`config.mk`:
```
export PLATFORM = sky130hd
export DESIGN_NAME = mips_imem_loader
export DESIGN_NICKNAME = d
export VERILOG_FILES = /design/src/rtl/mips_pipe_pkg.sv /design/src/rtl/mips_imem_loader.sv
export SDC_FILE = /design/constraint.sdc
export NUM_CORES = 1
export LEC_CHECK = 0
export CAP_MARGIN = 25
export CORE_MARGIN = 1
export CORE_UTILIZATION = 40
export CTS_CLUSTER_DIAMETER = 80
export CTS_CLUSTER_SIZE = 8
export DETAILED_ROUTE_END_ITERATION = 7
export MAX_ROUTING_LAYER = met4
export PLACE_DENSITY_LB_ADDON = 0.2
export SYNTH_ARGS = -nofsm -noshare
export SYNTH_HDL_FRONTEND = slang
export SYNTH_SLANG_ARGS = --single-unit
```
`constraint.sdc`:
```
create_clock -name clock -period 2.1 [get_ports clock]
set_clock_uncertainty 0.1 [all_clocks]
set_input_delay 0.42 -clock clock [delete_from_list [all_inputs] [get_ports clock]]
set_output_delay 0.42 -clock clock [all_outputs]
set_load 0.02 [all_outputs]
```
`src/rtl/mips_pipe_pkg.sv`:
```
// Shared constants for the mipspipe_mp3 pipeline: the NOP pad word and the
// instruction-memory loader state encoding.
package mips_pipe_pkg;

    // add $0,$0,$0
    localparam logic [31:0] NOP = 32'h00000020;

    typedef enum logic [1:0] {
        LOAD = 2'd0,
        FILL = 2'd1,
        DONE = 2'd2
    } loader_state_e;

endpackage

```
`src/rtl/mips_imem_loader.sv`:
```
// Streams a program into the instruction memory from word 0, pads the rest of
// the depth with NOPs, then raises run to release the pipeline.
module mips_imem_loader
    import mips_pipe_pkg::*;
#(
    parameter int ADDR_W = 6,
    parameter int WORD_W = 32
) (
    input  logic              clock,
    input  logic              reset,
    // valid/ready: a word transfers on every rising edge where in_valid and
    // in_ready are both high; in_ready depends only on state, never on in_valid.
    input  logic              in_valid,
    input  logic [WORD_W-1:0] in_word,
    input  logic              in_last,
    output logic              in_ready,
    input  logic              reload,
    output logic              mem_we,
    output logic [ADDR_W-1:0] mem_addr,
    output logic [WORD_W-1:0] mem_wdata,
    output logic [ADDR_W:0]   load_count,
    output logic              run,
    output logic              overflow,
    output logic [1:0]        dbg_state
);

    localparam int              DEPTH    = 1 << ADDR_W;
    localparam logic [ADDR_W:0] LAST_PTR = (ADDR_W + 1)'(DEPTH - 1);
    localparam logic [ADDR_W:0] PTR_ONE  = (ADDR_W + 1)'(1);
    localparam logic [WORD_W-1:0] PAD    = WORD_W'(NOP);

    loader_state_e     state_q;
    logic [ADDR_W:0]   wptr_q;
    logic [ADDR_W:0]   count_q;
    logic              mem_we_q;
    logic [ADDR_W-1:0] mem_addr_q;
    logic [WORD_W-1:0] mem_wdata_q;
    logic              run_q;
    logic              overflow_q;

    always_ff @(posedge clock or posedge reset) begin
        if (reset) begin
            state_q     <= LOAD;
            wptr_q      <= '0;
            count_q     <= '0;
            mem_we_q    <= 1'b0;
            mem_addr_q  <= '0;
            mem_wdata_q <= '0;
            run_q       <= 1'b0;
            overflow_q  <= 1'b0;
        end else begin
            case (state_q)
                LOAD: begin
                    if (in_valid) begin
                        mem_we_q    <= 1'b1;
                        mem_addr_q  <= wptr_q[ADDR_W-1:0];
                        mem_wdata_q <= in_word;
                        wptr_q      <= wptr_q + PTR_ONE;
                        count_q     <= count_q + PTR_ONE;
                        // A full image ends the load even without in_last.
                        if (wptr_q == LAST_PTR) begin
                            state_q <= DONE;
                        end else if (in_last) begin
                            state_q <= FILL;
                        end
                    end else begin
                        mem_we_q <= 1'b0;
                    end
                end
                FILL: begin
                    mem_we_q    <= 1'b1;
                    mem_addr_q  <= wptr_q[ADDR_W-1:0];
                    mem_wdata_q <= PAD;
                    wptr_q      <= wptr_q + PTR_ONE;
                    if (wptr_q == LAST_PTR) begin
                        state_q <= DONE;
                    end
                end
                DONE: begin
                    mem_we_q <= 1'b0;
                    if (reload) begin
                        state_q    <= LOAD;
                        wptr_q     <= '0;
                        count_q    <= '0;
                        run_q      <= 1'b0;
                        overflow_q <= 1'b0;
                    end else begin
                        run_q <= 1'b1;
                        if (in_valid) begin
                            overflow_q <= 1'b1;
                        end
                    end
                end
                default: begin
                    state_q  <= LOAD;
                    mem_we_q <= 1'b0;
                end
            endcase
        end
    end

    assign in_ready   = (state_q == LOAD);
    assign mem_we     = mem_we_q;
    assign mem_addr   = mem_addr_q;
    assign mem_wdata  = mem_wdata_q;
    assign load_count = count_q;
    assign run        = run_q;
    assign overflow   = overflow_q;
    assign dbg_state  = state_q;

endmodule

```
==> results.cfg, run 1 <==
[run_status]
status = finished, final reports clean

[routing]
dr_wl_met2_um = 2520
routed_wl_um = 5370
drt-vias-per-instance = 5.08
met3_wirelength_um = 332
drc_errors = 0
num_vias = 1863
drt_iter0_markers = 75
dr.pass1.iters = 4
ant_nets = 0
wl_per_cell_um = 14.6
dr.max_layer_used = met4
wl_met1_um = 2440

[synth]
synth-edff-count = 0
synth-simple-area-share_pct = 11.4
ys_seq_elements = 57
syn-num-nets = 234
yosys_warnings = 0
yosysSeqAreaShare_pct = 63.3
synthMuxAreaShare_pct = 0.888
yosys.area_share.adder_pct = 1.11
syn-cell-area_um2 = 2250
synth_top_family_by_area = compound AO/OA/AOI/OAI gates
ys_types = 27
syn_inst = 195
ys_dominant_reg_cell = dfrtp_1
synth_compound_area_share_pct = 19.3
synth-xor-area-share_pct = 0
syn_avg_cell_area_um2 = 11.6
synthArstFlopShare_pct = 100

[grt]
grt_use_total_pct = 20.2
grt-ovfl-total = 0
antenna_found_initial = 0
grt_first_pass_wirelength_um = 9010
grt_start_max_net_pins = 58
first_global_vias = 1835

[placement]
port_buffers = 87
gp_congestion = 0.733
dp_hpwl_um = 3580
postPlaceCellArea_um2 = 3280

[power]
irDropWorstVdd_mv = 0.627
p_leak_nw = 1.54
pwr_density_cell_nw_per_um2 = 994
power_mw = 3.46

[die]
num_rows = 26
coreArea_um2 = 5270
die_h_um = 77.1
dieWidth_um = 77.1
start_util_pct = 42.8
die-area_um2 = 5940
io_pins = 88

[critical_path]
worstSetupPathType = flip-flop to primary output
required_ps = 1580
cp.arrival_ps = 1450
cp-end-kind = primary output
worst-path-max-fanout = 10
crit_path_start_kind = flip-flop
cp_top_family = buffers and inverters
crit_chain = clkdlybuf4s50_1
cpPeakStageDelay_ps = 640
crit_slowest_cell = clkdlybuf4s50_1
cp_num_buf_inv = 1

[final_layout]
fin_util_pct = 66.0
layout-drive-gt1-share_pct = 11.1
finalNetCount = 331
fin_area_um2 = 3480
area_delta_synth_final_pct = 54.2
antennaDiodeCount = 0

[sta]
fin_crit_sh_pct = 93.8
hold_violations = 0
max_slew_margin_pct = 78.0
tns_ps = 0
fmax_mhz = 508
tightestPinTransition_ps = 330
finalSetupViolCount = 0
rsz0062_at_grt = no
slew_violations = 0
finalCriticalPeriod_ps = 1970

[clock_tree]
clock-sinks = 57
clk_latency_ps = 330
h-tree-depth = 3
post_cts_buffers = 0
cts_root_buffer = clkbuf_8
cts_buffers = 9
cts_tree = built
hold_buffers = 0
clock_path_buffers = 2
clk_pin_slew_ps = 70

[flow_run]
drv_cap = 0

[min_path]
hold_path_class = input pin to asynchronous set/reset pin
## layout make-up
cell class | instances | area [um^2]
clock buffers | 9 | 124
flip-flops and latches | 57 | 1430
well taps | 70 | 87.6
fillers | 445 | 1790
clock inverters | 7 | 71.3
repair buffers | 98 | 981
multi-input cells | 118 | 754
inverters | 8 | 30.0
## synthesized netlist by cell type, drive strengths merged (3+ instances only)
library cell	number	share of area, %
nand3	7	1.6
inv	8	1.3
or3	6	1.7
buf	7	1.8
o21ai	9	2.0
clkbuf	5	0.83
nor2	3	0.50
a22o	31	12
nor3	4	0.89
nand2	29	4.8
a21oi	11	2.4
dfrtp	57	63
## worst reg2reg max path: cells and delay by family (launching register included)
family                 cells  cell delay, ps
AND/OR/NAND/NOR            2             680
buffers and inverters      1             180
multiplexers               1             240
flip-flops                 1             490
## placed cells by master, fill, tap and decap left out, types with 3 or more instances in the layout
cell type        synthesis  layout
nor3_1                   4       4
a21oi_1                 11      11
inv_1                    8       7
clkbuf_8                 0       9
dfrtp_1                 57      55
clkinvlp_4               0       3
clkdlybuf4s50_1          0      86
nand2_1                 29      29
buf_4                    0       9
or3_1                    6       6
nand3_1                  7       7
o21ai_0                  9       9
a22o_1                  31      31
nor2_1                   3       3
## flip-flops by register name, indices dropped and copies added, names as in the netlist
name        count
dbg_state       2
load_count      7
mem_addr        6
mem_wdata      32
mem_we          1
overflow        1
run             1
wptr_q          7
## layer usage
metal | up-vias | track usage, %
li1 | 891 | -
met1 | 894 | 26.3
met2 | 68 | 30.5
met3 | 10 | 4.64
met4 | 0 | 8.49
met5 | - | -
## metrics by stage
step	setup slack (ps)	hold slack, ps	instances
floorplan	180	371	195
detailed placement	-34.5	361	351
CTS	23.5	358	367
finish	130	351	367
global route	80.5	401	367
global placement	-3.70	357	351
## timing repair
action                     4_1_cts  5_1_grt
gates cloned                     0        0
setup endpoints to repair        1        1
resized for setup                2        1
## path summary, 6_finish.rpt
path                       depth (start not counted)                   endpoint  slack [ps]                     start
max                                                1               dbg_state[0]         130  dbg_state[0]$_DFFE_PP0P_
min                                                3   mem_wdata[0]$_DFFE_PP0P_         350                     reset
max reg2reg                                        4  load_count[5]$_DFFE_PP0P_         340  dbg_state[0]$_DFFE_PP0P_
min reg2reg                                        2    mem_addr[1]$_DFFE_PP0P_         370   mem_addr[1]$_DFFE_PP0P_
max in group asynchronous                          3   dbg_state[1]$_DFFE_PP0P_        1280                     reset
min in group clock                                 2    mem_addr[1]$_DFFE_PP0P_         370   mem_addr[1]$_DFFE_PP0P_
## report_power, final
group | internal, mW | switching (mW)
combinational | 0.483 | 0.502
clock | 0.544 | 0.443
sequential | 1.31 | 0.177
total | 2.33 | 1.12
## cells by family (layout without fill, tap and decap cells)
| logic type | count (synthesis) | in the layout |
|---|---|---|
| multiplexers | 2 | 2 |
| flip-flops | 57 | 57 |
| adder cells (fa/ha/maj) | 2 | 2 |
| buffers and inverters | 20 | 122 |
| AND/OR/NAND/NOR | 55 | 55 |
| AO/OA/AOI/OAI | 59 | 59 |
Power figures use the tool's default switching activity.
==> inputs of run 2 (changes only) <==
Settings changed: CAP_MARGIN 25 to 30.
==> results of run 2 <==
Final layout, timing and power as in run 1 (identical DEF).
